$ cat src/rtl/flag_tracker_pkg.sv
`default_nettype none
// ============================================================================
// Module   : rallyx_flag_pkg
// Purpose  : Shared types and constants for the Rally-X flag tracker:
//            FSM state encoding, default flag/point constants and the
//            saturating score ceiling helper.
// Revision : 1.0  initial release
// ============================================================================
package rallyx_flag_pkg;

    // Level-progress state of the tracker.
    typedef enum logic [0:0] {
        ST_RUN     = 1'b0,
        ST_CLEARED = 1'b1
    } flag_state_t;

    localparam int unsigned DEF_NUM_FLAGS   = 10;
    localparam int unsigned DEF_BASE_POINTS = 100;
    localparam int unsigned DEF_SCORE_W     = 20;

    // Largest value representable in a w-bit unsigned score.
    function automatic logic [63:0] score_max(input int unsigned w);
        return (64'd1 << w) - 64'd1;
    endfunction

endpackage
`default_nettype wire

$ cat src/rtl/flag_tracker_if.sv
`default_nettype none
// ============================================================================
// Module   : flag_tracker_if
// Purpose  : Bundles the flag tracker's collision input, level control and
//            status outputs.
// Ports    : master - drives flagBurst/level_start, observes status
//            slave  - the tracker itself
// Revision : 1.0  initial release
// ============================================================================
interface flag_tracker_if
    import rallyx_flag_pkg::*;
#(
    parameter int NUM_FLAGS = DEF_NUM_FLAGS,
    parameter int CNT_W     = $clog2(NUM_FLAGS + 1),
    parameter int SCORE_W   = DEF_SCORE_W
);
    logic [NUM_FLAGS-1:0] flagBurst;
    logic                 level_start;
    logic [NUM_FLAGS-1:0] flagDisplay;
    logic [CNT_W-1:0]     flagcount;
    logic [SCORE_W-1:0]   score;
    logic                 collect_valid;
    logic [4:0]           collect_idx;
    logic                 doubled;
    logic                 level_clear;
    logic                 level_done;

    modport master (
        output flagBurst, level_start,
        input  flagDisplay, flagcount, score, collect_valid, collect_idx,
               doubled, level_clear, level_done
    );

    modport slave (
        input  flagBurst, level_start,
        output flagDisplay, flagcount, score, collect_valid, collect_idx,
               doubled, level_clear, level_done
    );
endinterface
`default_nettype wire

$ cat src/rtl/flag_tracker_prio_enc.sv
`default_nettype none
// ============================================================================
// Module   : flag_prio_enc
// Purpose  : Combinational lowest-set-bit encoder.
// Ports    : vec   in  NUM_FLAGS  request vector
//            idx   out 5          index of lowest set bit (0 when none)
//            any   out 1          at least one bit set
// Revision : 1.0  initial release
// ============================================================================
module flag_prio_enc
    import rallyx_flag_pkg::*;
#(
    parameter int NUM_FLAGS = DEF_NUM_FLAGS
) (
    input  wire logic [NUM_FLAGS-1:0] vec,
    output logic      [4:0]           idx,
    output logic                      any
);
    // Scanning downward lets the lowest set bit overwrite higher ones.
    always_comb begin
        idx = 5'd0;
        any = |vec;
        for (int i = NUM_FLAGS - 1; i >= 0; i--) begin
            if (vec[i]) idx = 5'(i);
        end
    end
endmodule
`default_nettype wire

$ cat src/rtl/flag_tracker.sv
`default_nettype none
// ============================================================================
// Module   : flag_tracker
// Purpose  : N-flag collection manager. Latches collision bursts into a
//            pending set, retires one flag per cycle (lowest index first),
//            maintains visibility, per-level count and a saturating score
//            with the special-flag doubling bonus, and reports level clear.
// Ports    : Clk    in  system clock
//            Reset  in  synchronous active-low reset
//            bus    slave modport of flag_tracker_if (burst, level_start,
//                   display, count, score, collect/level status)
// Revision : 1.0  initial release
// ============================================================================
module flag_tracker
    import rallyx_flag_pkg::*;
#(
    parameter int NUM_FLAGS   = DEF_NUM_FLAGS,
    parameter int CNT_W       = $clog2(NUM_FLAGS + 1),
    parameter int SPECIAL_IDX = NUM_FLAGS - 1,
    parameter int BASE_POINTS = DEF_BASE_POINTS,
    parameter int SCORE_W     = DEF_SCORE_W
) (
    input  wire logic      Clk,
    input  wire logic      Reset,
    flag_tracker_if.slave  bus
);
    localparam int                   c_SUM_W      = SCORE_W + 2;
    localparam logic [63:0]          c_MAX64      = score_max(SCORE_W);
    localparam logic [c_SUM_W-1:0]   c_SCORE_MAX  = c_MAX64[c_SUM_W-1:0];
    localparam logic [CNT_W-1:0]     c_CNT_ONE    = CNT_W'(1);
    localparam logic [CNT_W-1:0]     c_CNT_LAST   = CNT_W'(NUM_FLAGS - 1);
    localparam logic [NUM_FLAGS-1:0] c_BIT0       = NUM_FLAGS'(1);
    localparam logic [c_SUM_W-1:0]   c_SUM_ONE    = c_SUM_W'(1);
    localparam logic [c_SUM_W-1:0]   c_BASE       = c_SUM_W'(BASE_POINTS);
    localparam logic [4:0]           c_SPECIAL    = 5'(SPECIAL_IDX);

    flag_state_t          r_state;
    logic [NUM_FLAGS-1:0] r_display;
    logic [NUM_FLAGS-1:0] r_pending;
    logic [CNT_W-1:0]     r_count;
    logic [SCORE_W-1:0]   r_score;
    logic                 r_doubled;
    logic                 r_cv;
    logic [4:0]           r_idx;
    logic                 r_clear;
    logic                 r_done;

    logic [4:0]           w_idx;
    logic                 w_any;
    logic [NUM_FLAGS-1:0] w_ret_mask;
    logic [NUM_FLAGS-1:0] w_pending_nxt;
    logic [c_SUM_W-1:0]   w_mult;
    logic [c_SUM_W-1:0]   w_pts;
    logic [c_SUM_W-1:0]   w_sum;
    logic [SCORE_W-1:0]   w_score_nxt;

    flag_prio_enc #(.NUM_FLAGS(NUM_FLAGS)) u_prio (
        .vec (r_pending),
        .idx (w_idx),
        .any (w_any)
    );

    // The retire decision comes from the registered pending set, so a burst
    // sampled at one edge is awarded no earlier than the following edge.
    always_comb begin
        w_ret_mask    = w_any ? (c_BIT0 << w_idx) : '0;
        // Hidden flags are masked out so a burst on a retired flag cannot
        // re-enter pending; re-setting an already pending bit is harmless.
        w_pending_nxt = (r_pending | (bus.flagBurst & r_display)) & ~w_ret_mask;
        w_mult        = (c_SUM_W'(r_count) + c_SUM_ONE) * c_BASE;
        // The doubled flag reflects only specials already retired, so the
        // special flag itself scores at the plain rate.
        w_pts         = r_doubled ? {w_mult[c_SUM_W-2:0], 1'b0} : w_mult;
        w_sum         = c_SUM_W'(r_score) + w_pts;
        w_score_nxt   = (w_sum > c_SCORE_MAX) ? c_SCORE_MAX[SCORE_W-1:0]
                                              : w_sum[SCORE_W-1:0];
    end

    always_ff @(posedge Clk) begin
        if (!Reset) begin
            r_state   <= ST_RUN;
            r_display <= '1;
            r_pending <= '0;
            r_count   <= '0;
            r_score   <= '0;
            r_doubled <= 1'b0;
            r_cv      <= 1'b0;
            r_idx     <= 5'd0;
            r_clear   <= 1'b0;
            r_done    <= 1'b0;
        end else if (bus.level_start) begin
            // Re-arm: any retire due this cycle and any same-cycle burst are
            // dropped; score carries over between levels.
            r_state   <= ST_RUN;
            r_display <= '1;
            r_pending <= '0;
            r_count   <= '0;
            r_doubled <= 1'b0;
            r_cv      <= 1'b0;
            r_clear   <= 1'b0;
            r_done    <= 1'b0;
        end else begin
            r_cv    <= 1'b0;
            r_clear <= 1'b0;
            case (r_state)
                ST_RUN: begin
                    r_pending <= w_pending_nxt;
                    if (w_any) begin
                        r_display <= r_display & ~w_ret_mask;
                        r_count   <= r_count + c_CNT_ONE;
                        r_score   <= w_score_nxt;
                        r_cv      <= 1'b1;
                        r_idx     <= w_idx;
                        if (w_idx == c_SPECIAL) r_doubled <= 1'b1;
                        if (r_count == c_CNT_LAST) begin
                            r_clear <= 1'b1;
                            r_done  <= 1'b1;
                            r_state <= ST_CLEARED;
                        end
                    end
                end
                ST_CLEARED: begin
                    r_pending <= '0;
                end
                default: begin
                    r_state <= ST_RUN;
                end
            endcase
        end
    end

    assign bus.flagDisplay   = r_display;
    assign bus.flagcount     = r_count;
    assign bus.score         = r_score;
    assign bus.collect_valid = r_cv;
    assign bus.collect_idx   = r_idx;
    assign bus.doubled       = r_doubled;
    assign bus.level_clear   = r_clear;
    assign bus.level_done    = r_done;

endmodule
`default_nettype wire
$ cat src/flat_wrapper.sv
// flat-port wrapper written by rule: the top's interface ports become plain ports
module flag_tracker_flat import rallyx_flag_pkg::*;
#(
    parameter int NUM_FLAGS   = DEF_NUM_FLAGS,
    parameter int CNT_W       = $clog2(NUM_FLAGS + 1),
    parameter int SPECIAL_IDX = NUM_FLAGS - 1,
    parameter int BASE_POINTS = DEF_BASE_POINTS,
    parameter int SCORE_W     = DEF_SCORE_W
)
  (Clk, Reset, bus_flagBurst, bus_level_start, bus_flagDisplay, bus_flagcount, bus_score, bus_collect_valid, bus_collect_idx, bus_doubled, bus_level_clear, bus_level_done);
  flag_tracker_if #(.NUM_FLAGS(NUM_FLAGS), .CNT_W(CNT_W), .SCORE_W(SCORE_W)) bus_i ();
  input  wire logic Clk;
  input  wire logic Reset;
  input wire logic [$bits(bus_i.flagBurst)-1:0] bus_flagBurst;
  input wire logic [$bits(bus_i.level_start)-1:0] bus_level_start;
  output wire logic [$bits(bus_i.flagDisplay)-1:0] bus_flagDisplay;
  output wire logic [$bits(bus_i.flagcount)-1:0] bus_flagcount;
  output wire logic [$bits(bus_i.score)-1:0] bus_score;
  output wire logic [$bits(bus_i.collect_valid)-1:0] bus_collect_valid;
  output wire logic [$bits(bus_i.collect_idx)-1:0] bus_collect_idx;
  output wire logic [$bits(bus_i.doubled)-1:0] bus_doubled;
  output wire logic [$bits(bus_i.level_clear)-1:0] bus_level_clear;
  output wire logic [$bits(bus_i.level_done)-1:0] bus_level_done;
  assign bus_i.flagBurst = bus_flagBurst;
  assign bus_i.level_start = bus_level_start;
  assign bus_flagDisplay = bus_i.flagDisplay;
  assign bus_flagcount = bus_i.flagcount;
  assign bus_score = bus_i.score;
  assign bus_collect_valid = bus_i.collect_valid;
  assign bus_collect_idx = bus_i.collect_idx;
  assign bus_doubled = bus_i.doubled;
  assign bus_level_clear = bus_i.level_clear;
  assign bus_level_done = bus_i.level_done;
  flag_tracker #(.NUM_FLAGS(NUM_FLAGS), .CNT_W(CNT_W), .SPECIAL_IDX(SPECIAL_IDX), .BASE_POINTS(BASE_POINTS), .SCORE_W(SCORE_W)) u_core (.Clk(Clk), .Reset(Reset), .bus(bus_i));
endmodule
$ cat config.mk
export PLATFORM = sky130hd
export DESIGN_NAME = flag_tracker_flat
export DESIGN_NICKNAME = d
export VERILOG_FILES = /design/src/rtl/flag_tracker_pkg.sv /design/src/rtl/flag_tracker_if.sv /design/src/rtl/flag_tracker_prio_enc.sv /design/src/rtl/flag_tracker.sv /design/src/flat_wrapper.sv
export SDC_FILE = /design/constraint.sdc
export NUM_CORES = 1
export LEC_CHECK = 0
export ABC_AREA = 1
export BUFFER_PORTS_ARGS = -buffer_cell sky130_fd_sc_hd__buf_2
export CAP_MARGIN = 20
export CELL_PAD_IN_SITES_DETAIL_PLACEMENT = 1
export CELL_PAD_IN_SITES_GLOBAL_PLACEMENT = 2
export CORE_ASPECT_RATIO = 0.8
export CORE_UTILIZATION = 28
export CTS_CLUSTER_SIZE = 12
export DETAILED_ROUTE_END_ITERATION = 7
export GPL_ROUTABILITY_DRIVEN = 0
export PLACE_DENSITY_LB_ADDON = 0.1
export SYNTH_ARGS = -nofsm -noshare
export SYNTH_HDL_FRONTEND = slang
export SYNTH_HIERARCHICAL = 1
export SYNTH_SLANG_ARGS = --single-unit
$ cat constraint.sdc
create_clock -name Clk -period 3.5 [get_ports Clk]
set_input_delay 0.35 -clock Clk [delete_from_list [all_inputs] [get_ports Clk]]
set_output_delay 0.35 -clock Clk [all_outputs]
set_load 0.1 [all_outputs]
# [After elaboration in Yosys (flattened, before gate mapping)]
# Index checks and enable logic that the tools add are counted.
[word_totals] in_bits=13 regBits=54 out_inout_bits=43
[classes] n_mul=1 bitwise=8 n_addsub=3 n_eq_ne=2 n_shift=1 n_mux=18 reduce_logical=7 magnitude_cmp=1
[op_table] operator="$mux W5" count=9
[op_table] operator="$and A10 B10 Y10" count=3
[op_table] operator="$add A20 B22 Y22" count=1
[op_table] operator="$gt A22 B20 Y1 const B" count=1
[op_table] operator="$mul A22 B5 Y20 const B" count=1
[op_table] operator="$mux W22" count=1
[op_table] operator="$mux W20" count=1
[op_table] operator="$pmux W10 S2" count=1
[op_table] operator="$mux W10" count=1
[op_table] operator="$not A10 Y10" count=1
[op_table] operator="$or A10 B10 Y10" count=1
[op_table] operator="$reduce_or A10 Y1" count=1
[op_table] operator="$shl A1 B5 Y10 const A" count=1
[op_table] operator="$reduce_and A3 Y1" count=3
[op_table] operator="$add A4 B1 Y5 const B" count=1
[op_table] operator="$eq A5 B4 Y1 const B" count=1
[op_table] operator="$add A4 B1 Y4 const B" count=1
[op_table] operator="$eq A4 B4 Y1 const B" count=1
[op_table] operator="$mux W1" count=4
[op_table] operator="$mux W4" count=1
[op_table] operator="$not A1 Y1" count=3
[op_table] operator="$reduce_or A3 Y1" count=1
[op_table] operator="$reduce_and A2 Y1" count=1
[op_table] operator="$reduce_or A2 Y1" count=1

# [Depth between registers and ports, before layout]
# Gate-level depths: netlist (run 1).
[depth] word_depth=15 depth_mapped=29 depth_no_buf=28

# [By module]
# Netlist (run 1), hierarchy kept.
[modules_own_cells] mod="flag_tracker" instances=1 seq_area_each_um2=1061.0 area_per_inst_um2=3254.4 cells_per_inst=458
[modules_own_cells] mod="flag_prio_enc" instances=1 seq_area_each_um2=0.0 area_per_inst_um2=133.9 cells_per_inst=30

# [Worst setup path after synthesis (run 1)]
# Ideal clock, no wire load.
[synth_timing] path_type="reg2reg" startpoint="register u_core.r_count[0], in the netlist u_core/bus.flagcount[0]" endpoint="register u_core.r_score[14], in the netlist u_core/bus.score[14]" path_stages_with_launch=26 setup_time_ns=0.124 period_less_slack_ns=4.602 t_arrival_ns=4.478 n_path_buf=2 slack_ns=-1.102 path_cell_list="dfxtp_1 > buf_2 > nand3_1 > xor2_1 > ha_1 > inv_1 > ha_1 > ha_1 > ha_1 > nand3_2 > nand2_2 > nand2_2 > nand2_1 > nand2_2 > nand3_2 > nand2_2 > ha_1 > nand2_1 > inv_1 > nand2_1 > nand2_1 > a21oi_1 > nand2_2 > a21boi_2 > buf_6 > a21oi_2"
[synth_between] elab_chain_cells=6
[synth_rtl] item="start, declared" line="flag_tracker.sv:40" text="logic [CNT_W-1:0] r_count;"
[synth_rtl] item="start signal, assigned" line="flag_tracker.sv:110" text="r_count <= r_count + c_CNT_ONE;"
[synth_rtl] item="$add A4 B1 Y5 (*)" line="flag_tracker.sv:70" text="w_mult = (c_SUM_W'(r_count) + c_SUM_ONE) * c_BASE;"
[synth_rtl] item="$mul A22 B5 Y20 (*)" line="flag_tracker.sv:70"
[synth_rtl] item="$mux W22 (*)" line="flag_tracker.sv:73" text="w_pts = r_doubled ? {w_mult[c_SUM_W-2:0], 1'b0} : w_mult;"
[synth_rtl] item="$add A20 B22 Y22 (*)" line="flag_tracker.sv:74" text="w_sum = c_SUM_W'(r_score) + w_pts;"
[synth_rtl] item="$gt A22 B20 Y1" line="flag_tracker.sv:75" text="w_score_nxt = (w_sum > c_SCORE_MAX) ? c_SCORE_MAX[SCORE_W-1:0]"
[synth_rtl] item="$mux W20 (*)" line="flag_tracker.sv:75"
[synth_rtl] item="end signal, assigned" line="flag_tracker.sv:111" text="r_score <= w_score_nxt;"
[synth_rtl] item="end, declared" line="flag_tracker.sv:41" text="logic [SCORE_W-1:0] r_score;"
# Every way passes the cells marked *; elsewhere a longest branch is shown, timed or not.
# A chain may end at the register's enable or synchronous reset.

# [Worst setup path after layout (run 1)]
[layout_timing] startpoint="register u_core.r_count[1], in the netlist u_core/bus.flagcount[1]" endpoint="register u_core.r_score[19], in the netlist u_core/bus.score[19]"
# The elaborated chain is that of the path after synthesis.

==> results of run 1 <==
==> power groups by stage <==
| stage | Clock [mW] | Sequential [mW] | Combinational (mW) |
|---|---|---|---|
| 4_1_cts | 0.557 | 0.696 | 0.839 |
| 5_1_grt | 0.579 | 0.706 | 0.947 |
| 2_1_floorplan | 0 | 0.960 | 0.349 |
| 3_5_place_dp | 0 | 0.708 | 0.799 |
| 6_report | 0.534 | 0.696 | 0.870 |
| 3_3_place_gp | 0 | 0.707 | 0.789 |
==> registers in the layout, summed over array words and instances, names as in the netlist <==
name,flops
u_core/bus.flagcount,4
u_core/r_pending,10
u_core/bus.level_clear,1
u_core/bus.doubled,1
u_core/bus.collect_idx,5
u_core/bus.level_done,1
u_core/r_state,1
u_core/bus.flagDisplay,10
u_core/bus.collect_valid,1
u_core/bus.score,19
==> Yosys cell counts (2+ instances only) <==
cell type | number | area (µm²)
and2_1 | 2 | 12.51
buf_4 | 3 | 22.52
a21oi_2 | 11 | 96.34
clkbuf_1 | 5 | 18.77
nand2_2 | 8 | 50.05
xor2_1 | 8 | 70.07
buf_2 | 4 | 20.02
dfxtp_1 | 53 | 1061
nand4_1 | 2 | 12.51
nor2_4 | 2 | 22.52
nand3_2 | 4 | 40.04
nand2_1 | 119 | 446.7
ha_1 | 27 | 337.8
nand3b_1 | 3 | 22.52
nand3_1 | 20 | 100.1
inv_1 | 56 | 210.2
nand2_4 | 2 | 22.52
a21oi_1 | 37 | 185.2
o21ai_0 | 30 | 150.1
nor3_1 | 25 | 125.1
nor2_1 | 45 | 168.9
nor2_2 | 3 | 18.77
xnor2_1 | 6 | 52.55
==> through the flow <==
step / TNS (ps) / instances / utilization
finish: -385.1 / 730 / 0.4216
global route: -4200 / 729 / 0.4214
CTS: -879.3 / 727 / 0.4003
detailed placement: -3386 / 709 / 0.3609
global placement: -2018 / 709 / 0.3609
floorplan: -3430 / 488 / -
==> worst max-delay path: cells and delay by family (launching register included) <==
family / cells / cell delay, ps
fa+ha+maj: 4 / 1020
buf+inv: 3 / 270
simple gates: 16 / 1410
xor+xnor: 1 / 180
compound gates: 1 / 190
flops: 1 / 400
==> routing by layer <==
layer  up-vias  track usage  wire length [µm]
met4         0      0.03752                93
li1       1763            -                 -
met3         8      0.03252               282
met2        35       0.3055              5121
met1      1599       0.2399              5438
met5         -            0                 0
==> final timing paths <==
kind                                                                to  slack, ps  cells past startpoint
worst max-delay path                 u_core/bus.score[19]$_SDFFE_PN0P_        -40                     25
worst min-delay path                    u_core/r_pending[3]$_SDFF_PP0_        370                      3
worst max register to register       u_core/bus.score[19]$_SDFFE_PN0P_        -40                     25
worst min register to register  u_core/bus.flagDisplay[6]$_SDFFE_PP1P_        460                      2
==> cells by family (layout without fill, tap and decap cells) <==
kind of cell,after synthesis,after routing,synth area share
and+or+nand+nor,237,237,0.3131
other,1,2,0.001107
DFF,53,53,0.3131
adders and majority gates,28,28,0.1056
AOI/OAI and AO/OA,83,83,0.1403
xor gates and xnor gates,15,15,0.04099
buffers and inverters,71,164,0.08567
==> final cells by class <==
class	count	area, µm²
diodes	1	2.502
clock buffers	6	138.9
clock inverters	2	15.01
fillers	1446	6738
inverters	58	220.2
multi-input cells	364	2609
flip-flops and latches	53	1076
well taps	148	185.2
repair buffers	98	664.4
==> repair_timing <==
action	4_1_cts	5_1_grt
setup buffers	10	3
resized for setup	53	52
endpoints found under the setup margin	19	19
pin swaps	40	34
==> placed cells by master (no fill, tap or decap), types with 3 or more instances in the layout <==
cell type and n:
nand3_2 6, a21oi_1 29, ha_4 13, ha_1 12, xor2_1 5, xnor2_1 5
nand2_1 101, nor2_1 31, nor2_4 10, inv_1 50, nand3b_1 3, buf_4 30
nor2_2 9, clkbuf_16 5, nand3_1 12, nand2_4 17, a21oi_2 17, buf_6 11
dfxtp_4 4, buf_2 55, nor3_1 25, o21ai_0 29, inv_2 6, dfxtp_1 49
nand3_4 6, nand2_2 11
==> flow_summary.yaml, run 1 <==
status:
  outcome: "finished, violations left"
  violations: "design-rule violations, negative setup slack"
clock_network:
  hold_buffers: 0
  cts_buffer_depth: 2
  cts-root-buf: "clkbuf_16"
  cts_inserted_buffers: 5
  path_clk_slew_ps: 80
  cts.sinks: 53
  h-tree-depth: 2
  tritoncts: "yes"
  clk_latency_ps: 300
worst_setup_path:
  path_class: "flop to flop"
  worst_setup_path_start_kind: "flop"
  worst-endpoint-arrival_ps: 3770
  reg2reg_from: "u_core/bus.flagcount[1]$_SDFFE_PP0P_"
  crit_start: "u_core/bus.flagcount[1]$_SDFFE_PP0P_"
  slowest_stage: "dfxtp_4"
  cp_max_fo: 4
  required_ps: 3730
  cp-end-kind: "flop"
  max_stage_delay_ps: 400
  path_common_cell: "nand2_4"
power:
  power_mw: 2.100
  p_sw_uw: 902.1
  power_frac_seq: 0.332
  combPwrFrac: 0.414
  pwr_density_cell_nw_per_um2: 427.5
  p_leak_nw: 2.260
  power.internal_mw: 1.197
  pwr-share-clk: 0.254
  irDropWorstVdd_v: 0.0001958
  swShare: 0.4297
layout:
  drive_gt1_frac: 0.3821
  area_growth_syn_to_layout_pct: 44.94
  fin_nets: 621
  fin_area_um2: 4911
placement:
  hpwl_mm: 8.298
  place_ws_ps: -230.3
  placed_area_um2: 4204
  port_buffers: 55
sta:
  fin_crit_sh: 1.012
  finalCriticalPeriod_ps: 3540
  worstMarginPinSlew_ps: 690.4
  hold_slack_ps: 368.0
  setup_viol: 17
  setup_slack_ps: -40.45
  final-hold-violation-count: 0
  skew_ps: 9.490
  drv_slew: 0
  relSlewSlack: 0.5386
  grt_setup_unrepaired: "yes"
  timing.fmax_mhz: 282.5
run:
  maxCapViolCount: 0
floorplanning:
  dieWidth_um: 125.0
  die_area_um2: 12550
  start_util: 0.2909
  die_h_um: 100.4
  core_area_um2: 11650
  num_rows: 35
  ios: 56
synthesis:
  syn_nets: 529
  synthArstFlopShare: 0
  ys.flop_type: "dfxtp_1"
  avgSynthCellArea_um2: 6.943
  synth_edf_count: 0
  yosysSeqAreaShare: 0.3131
  yosys_register_bits: 53
  synth.distinct_cells: 36
  ys_warn_count: 6
  synthCells: 488
  synth_area_um2: 3388
global_routing:
  grt_max_degree: 28
  groute.usage.overall: 0.1801
  grt_pass1_vias: 3648
  grt_pass1_wl_mm: 18.00
  gr-total-overflow: 0
  antenna_found_initial: 0
worst_hold_path:
  worstHoldPathType: "input pin to flop"
  hp-start: "bus_flagBurst[3]"
drt:
  viasPerCell: 4.664
  ant_nets: 0
  wire_per_inst_um: 14.98
  drt_wl_total_mm: 10.94
  drtPass1Iterations: 8
  drc: 8
  drt_iter0_drc: 49
  vias: 3405
(Power assumes the default switching activity.)
==> inputs of run 2 (changes only) <==
--- a/config.mk
+++ b/config.mk
@@ -9,9 +9,9 @@
 export BUFFER_PORTS_ARGS = -buffer_cell sky130_fd_sc_hd__buf_2
 export CAP_MARGIN = 20
 export CELL_PAD_IN_SITES_DETAIL_PLACEMENT = 1
-export CELL_PAD_IN_SITES_GLOBAL_PLACEMENT = 2
+export CELL_PAD_IN_SITES_GLOBAL_PLACEMENT = 1
 export CORE_ASPECT_RATIO = 0.8
-export CORE_UTILIZATION = 28
+export CORE_UTILIZATION = 37
 export CTS_CLUSTER_SIZE = 12
 export DETAILED_ROUTE_END_ITERATION = 7
 export GPL_ROUTABILITY_DRIVEN = 0
==> constraint.sdc (replaced) <==
create_clock -name Clk -period 2.8 [get_ports Clk]
set_input_delay 0.28 -clock Clk [delete_from_list [all_inputs] [get_ports Clk]]
set_output_delay 0.28 -clock Clk [all_outputs]
set_load 0.1 [all_outputs]
==> run 2 against run 1 <==
The run ends with negative setup slack left; clock skew fell by 3.7 ps; count of clock-buffer cells in the layout did not move; maximum frequency down 0.65%; cell area fell by 2.5%; global-route usage up 4.9 points; first-iteration DRC count up 130%; worst hold slack worse by 65 ps; clock power is 23% higher; via count grew 2.6%; non-clock buffer count increased by 4; critical path type unchanged; largest cell class unchanged.
==> flow_summary.yaml, run 2 (synthesis results as in run 1) <==
worst_setup_path:
  rr_worst_depth: 25
  worst_setup_path_start_kind: "flop"
  worst-endpoint-arrival_ps: 3740
  cp.depth: 25
  required_ps: 2980
  reg2reg_from: "u_core/bus.flagcount[1]$_SDFFE_PP0P_"
  cp_max_fo: 8
  max_stage_delay_ps: 390
  slowest_stage: "dfxtp_4"
  path_common_cell: "nand2_2"
  cp-end-kind: "flop"
  critical_path.top_delay_family: "adder cells"
  r2r-end: "u_core/bus.score[7]$_SDFFE_PN0P_"
  crit_end: "u_core/bus.score[7]$_SDFFE_PN0P_"
  path_buf_inv: 3
  reg2reg_slack_ps: -760
  path_class: "flop to flop"
  crit_start: "u_core/bus.flagcount[1]$_SDFFE_PP0P_"
global_routing:
  gr-total-overflow: 0
  use_met2: 0.4099
  grt_pass1_wl_mm: 17.07
  antenna_found_initial: 0
  groute.usage.overall: 0.2294
  grt.busiest_layer: "met2"
  grt_pass1_vias: 3641
  grtUsageMet3: 0.03199
  grt_max_degree: 22
  use_met1: 0.2943
layout:
  utilization: 0.5519
  multi_input_area_um2: 2535
  ff_latch_area_um2: 1076
  area_growth_syn_to_layout_pct: 41.25
  fin_area_um2: 4786
  fillers: 1096
  largest_register_ffs: 19
  most-common-layout-cells: "nand2_1 (103), buf_2 (55), inv_1 (51)"
  final_cells: 697
  drive_gt1_frac: 0.3795
  n_antenna_cell: 0
  mostFrequentLayoutCell: "nand2_1"
  fin_nets: 625
drt:
  wire_per_inst_um: 15.36
  drtPass1Iterations: 4
  drc: 0
  ant_nets: 0
  vias: 3493
  drt_iter0_drc: 113
  drt_wl_total_mm: 10.71
  viasPerCell: 5.011
status:
  violations: "negative setup slack"
  outcome: "finished, violations left"
placement:
  placed_area_um2: 4204
  placed_cells: 679
  hpwl_mm: 8.005
  port_buffers: 55
sta:
  drv_slew: 0
  timing.fmax_mhz: 280.6
  finalCriticalPeriod_ps: 3564
  grt_setup_unrepaired: "yes"
  final-hold-violation-count: 0
  hold_slack_ps: 303.1
  setup_viol: 19
  fin_crit_sh: 1.273
  skew_ps: 5.748
  worstMarginPinSlew_ps: 532.7
  setup_slack_ps: -763.6
  relSlewSlack: 0.6433
floorplanning:
  die_area_um2: 9546
  core_area_um2: 8671
  num_rows: 30
  start_util: 0.3908
  ios: 56
  die_h_um: 87.59
  dieWidth_um: 109.0
power:
  irDropWorstVdd_v: 0.0003432
  p_leak_nw: 2.209
  p_sw_mw: 1.137
  power_frac_seq: 0.327
  combPwrFrac: 0.425
  swShare: 0.4280
  pwr-share-clk: 0.247
  pwr_density_cell_nw_per_um2: 555.2
  power.internal_mw: 1.520
clock_network:
  tritoncts: "yes"
  h-tree-depth: 2
  cts.sinks: 53
  hold_buffers: 0
  cts-root-buf: "clkbuf_16"
  cts_buffer_depth: 2
  cts_inserted_buffers: 5
  clk_latency_ps: 290
  path_clk_slew_ps: 70
worst_hold_path:
  worstHoldPathType: "input pin to flop"
run:
  maxCapViolCount: 0
run 2: per-stage QoR:
stage	TNS (ps)	worst slack (ps)	power [mW]
floorplan	-16730	-924.3	1.636
global placement	-14500	-799.9	1.888
detailed placement	-16640	-905.5	1.917
CTS	-13530	-733.0	2.629
global route	-17000	-928.5	2.796
finish	-13890	-763.6	2.657
run 2: how the worst min path moves through the flow:
stage	end	cells past startpoint	startpoint	slack [ps]
after floorplan	u_core/bus.collect_idx[3]$_SDFFE_PN0P_	2	bus_level_start	420
after global placement	u_core/bus.level_done$_SDFFE_PP0P_	2	u_core/bus.level_done$_SDFFE_PP0P_	440
after detailed placement	u_core/bus.flagDisplay[8]$_SDFFE_PP1P_	2	u_core/bus.flagDisplay[8]$_SDFFE_PP1P_	450
after CTS	u_core/r_pending[8]$_SDFF_PP0_	3	bus_flagBurst[8]	300
after global routing	u_core/r_pending[0]$_SDFF_PP0_	3	bus_flagBurst[0]	320
final	u_core/r_pending[0]$_SDFF_PP0_	3	bus_flagBurst[0]	300
run 2: area by class of cell:
cell class	count	share of cell area
Tap cell	112	0.02928
Inverter	58	0.04601
Timing Repair Buffer	102	0.1380
Sequential cell	53	0.2248
Clock buffer	6	0.02902
Multi-Input combinational cell	364	0.5297
Clock inverter	2	0.003137
run 2: worst reg2reg max path, stage by stage (launching register included):
cell      delay (ps)
dfxtp_4          390
ha_4             170
xor2_4           190
inv_2             80
nor2_2           100
nor2_1            60
ha_1             330
ha_4             180
ha_4             280
nand3_4           70
nand2_2           70
nand2_2           60
nand2_2           70
nand2_2           60
nand3_2           80
nand2_4           80
ha_4             230
nand2_4           90
inv_2             50
nand2_2           50
nand2_2           70
a21oi_2          180
nand2_4           90
a21boi_4         200
buf_12           160
a21oi_2           60
run 2: power groups by stage:
stage	combinational [mW]	sequential, mW	clock (mW)
detailed placement	1.03	0.884	0
floorplan	0.436	1.20	0
finish	1.13	0.870	0.658
global placement	1.01	0.880	0
global route	1.21	0.878	0.706
CTS	1.08	0.868	0.677
run 2: repair_timing:
action                                  in CTS  in global routing
pin swaps                                   37                 27
endpoints found under the setup margin      19                 19
resized for setup                           49                 32
setup buffers                                6                  4
run 2: layer usage:
metal | routed length (µm) | share of wire
met1 | 5004 | 0.47
met2 | 5262 | 0.49
met3 | 329 | 0.031
met4 | 108 | 0.010
met5 | 0 | 0
==> inputs of run 3 (changes only) <==
--- a/config.mk
+++ b/config.mk
@@ -15,6 +15,7 @@
 export CTS_CLUSTER_SIZE = 12
 export DETAILED_ROUTE_END_ITERATION = 7
 export GPL_ROUTABILITY_DRIVEN = 0
+export MAX_ROUTING_LAYER = met4
 export PLACE_DENSITY_LB_ADDON = 0.1
 export SYNTH_ARGS = -nofsm -noshare
 export SYNTH_HDL_FRONTEND = slang
==> run 3 against run 2 <==
The flow still finishes with violations (negative setup slack); combinational power barely moved; clock power barely moved; worst hold slack improved by 2.5 ps.
==> flow_summary.yaml, run 3 (synthesis results as in run 1) <==
status:
  outcome: "finished, violations left"
  violations: "negative setup slack"
worst_hold_path:
  worstHoldPathType: "input pin to flop"
  hp-start: "bus_flagBurst[0]"
  hold_depth: 3
  hold_end: "u_core/r_pending[0]$_SDFF_PP0_"
power:
  swShare: 0.4274
  pwr_density_cell_nw_per_um2: 554.7
  pwr-share-clk: 0.247
  combPwrFrac: 0.425
  p_sw_mw: 1.134
  p_leak_nw: 2.209
  power.internal_mw: 1.520
  irDropWorstVdd_v: 0.0003427
  power_frac_seq: 0.328
global_routing:
  grt_pass1_vias: 3643
  groute.usage.overall: 0.2369
  grt_pass1_wl_mm: 17.07
  grt_max_degree: 22
  gr-total-overflow: 0
  antenna_found_initial: 0
layout:
  most-common-layout-cells: "nand2_1 (103), buf_2 (55), inv_1 (51)"
  area_growth_syn_to_layout_pct: 41.25
  n_antenna_cell: 0
  drive_gt1_frac: 0.3795
  utilization: 0.5519
  fin_nets: 625
  largest_register_ffs: 19
  mostFrequentLayoutCell: "nand2_1"
drt:
  vias: 3472
  drt_iter0_drc: 110
  viasPerCell: 4.981
  ant_nets: 0
  wire_per_inst_um: 15.32
  drc: 0
  drt_wl_total_mm: 10.68
  drtPass1Iterations: 4
worst_setup_path:
  reg2reg_from: "u_core/bus.flagcount[1]$_SDFFE_PP0P_"
  reg2reg_slack_ps: -760
  worst-endpoint-arrival_ps: 3740
  cp-end-kind: "flop"
  rr_worst_depth: 25
  r2r-end: "u_core/bus.score[7]$_SDFFE_PN0P_"
  path_class: "flop to flop"
  required_ps: 2970
  cp_max_fo: 8
  worst_setup_path_start_kind: "flop"
clock_network:
  hold_buffers: 0
  cts_buffer_depth: 2
  h-tree-depth: 2
  cts_inserted_buffers: 5
  path_clk_slew_ps: 70
  cts.sinks: 53
  tritoncts: "yes"
  cts-root-buf: "clkbuf_16"
  clk_latency_ps: 290
floorplanning:
  start_util: 0.3908
  dieWidth_um: 109.0
  core_area_um2: 8671
  die_h_um: 87.59
  num_rows: 30
  ios: 56
  die_area_um2: 9546
sta:
  final-hold-violation-count: 0
  setup_viol: 19
  timing.fmax_mhz: 280.6
  relSlewSlack: 0.6424
  hold_slack_ps: 305.6
  worstMarginPinSlew_ps: 534.0
  finalCriticalPeriod_ps: 3563
  grt_setup_unrepaired: "yes"
  fin_crit_sh: 1.273
  setup_slack_ps: -763.5
  drv_slew: 0
  skew_ps: 6.826
placement:
  hpwl_mm: 8.005
  port_buffers: 55
run:
  maxCapViolCount: 0
## run 3: repair_timing
action | in CTS | in global routing
endpoints found under the setup margin | 19 | 19
buffers inserted | 6 | 4
pin swaps | 37 | 27
resized for setup | 49 | 32
## run 3: final cells by class
cell class,count,area (µm²)
repair buffers,102,660.6
fillers,1096,3885
flip-flops and latches,53,1076
well taps,112,140.1
multi-input cells,364,2535
clock buffers,6,138.9
clock inverters,2,15.01
inverters,58,220.2
## run 3: power groups by stage
stage / Clock (mW) / Sequential, mW / Combinational (mW)
global route: 0.706 / 0.878 / 1.21
detailed placement: 0 / 0.884 / 1.03
CTS: 0.677 / 0.868 / 1.08
finish: 0.657 / 0.870 / 1.13
global placement: 0 / 0.880 / 1.01
floorplan: 0 / 1.20 / 0.436
## run 3: worst max-delay path by stage
stage                                                     from                                 to  slack [ps]  cells past startpoint
after floorplan           u_core/bus.flagcount[0]$_SDFFE_PP0P_  u_core/bus.score[11]$_SDFFE_PN0P_        -920                     24
after global placement    u_core/bus.flagcount[1]$_SDFFE_PP0P_  u_core/bus.score[13]$_SDFFE_PN0P_        -800                     26
after detailed placement  u_core/bus.flagcount[2]$_SDFFE_PP0P_   u_core/bus.score[6]$_SDFFE_PN0P_        -910                     24
after CTS                 u_core/bus.flagcount[0]$_SDFFE_PP0P_   u_core/bus.score[6]$_SDFFE_PN0P_        -730                     26
after global routing      u_core/bus.flagcount[1]$_SDFFE_PP0P_  u_core/bus.score[18]$_SDFFE_PN0P_        -930                     27
final                     u_core/bus.flagcount[1]$_SDFFE_PP0P_   u_core/bus.score[7]$_SDFFE_PN0P_        -760                     25
## run 3: metrics by stage
step / cell area, µm² / setup TNS, ps / power [mW] / worst slack, ps / std cells
after CTS: 4608 / -13530 / 2.629 / -733.0 / 693
after global placement: 4204 / -14500 / 1.888 / -799.9 / 679
after detailed placement: 4204 / -16640 / 1.917 / -905.5 / 679
after floorplan: 3565 / -16730 / 1.636 / -924.3 / 488
after global routing: 4786 / -17000 / 2.796 / -928.5 / 697
final: 4786 / -13890 / 2.654 / -763.5 / 697
## run 3: worst max-delay path, stage by stage (launching register included)
cell	delay (ps)
dfxtp_4	390
ha_4	170
xor2_4	190
inv_2	80
nor2_2	100
nor2_1	60
ha_1	330
ha_4	180
ha_4	280
nand3_4	70
nand2_2	70
nand2_2	60
nand2_2	70
nand2_2	60
nand3_2	80
nand2_4	80
ha_4	230
nand2_4	80
inv_2	40
nand2_2	50
nand2_2	70
a21oi_2	190
nand2_4	90
a21boi_4	200
buf_12	160
a21oi_2	50
## run 3: metal layers
layer  GRT usage  vias up  routed length (µm)
met3     0.03125        6                 250
met4     0.04668        0                  90
met5           -        -                   0
met2      0.4099       43                5319
li1            -     1769                   -
met1      0.2952     1654                5015
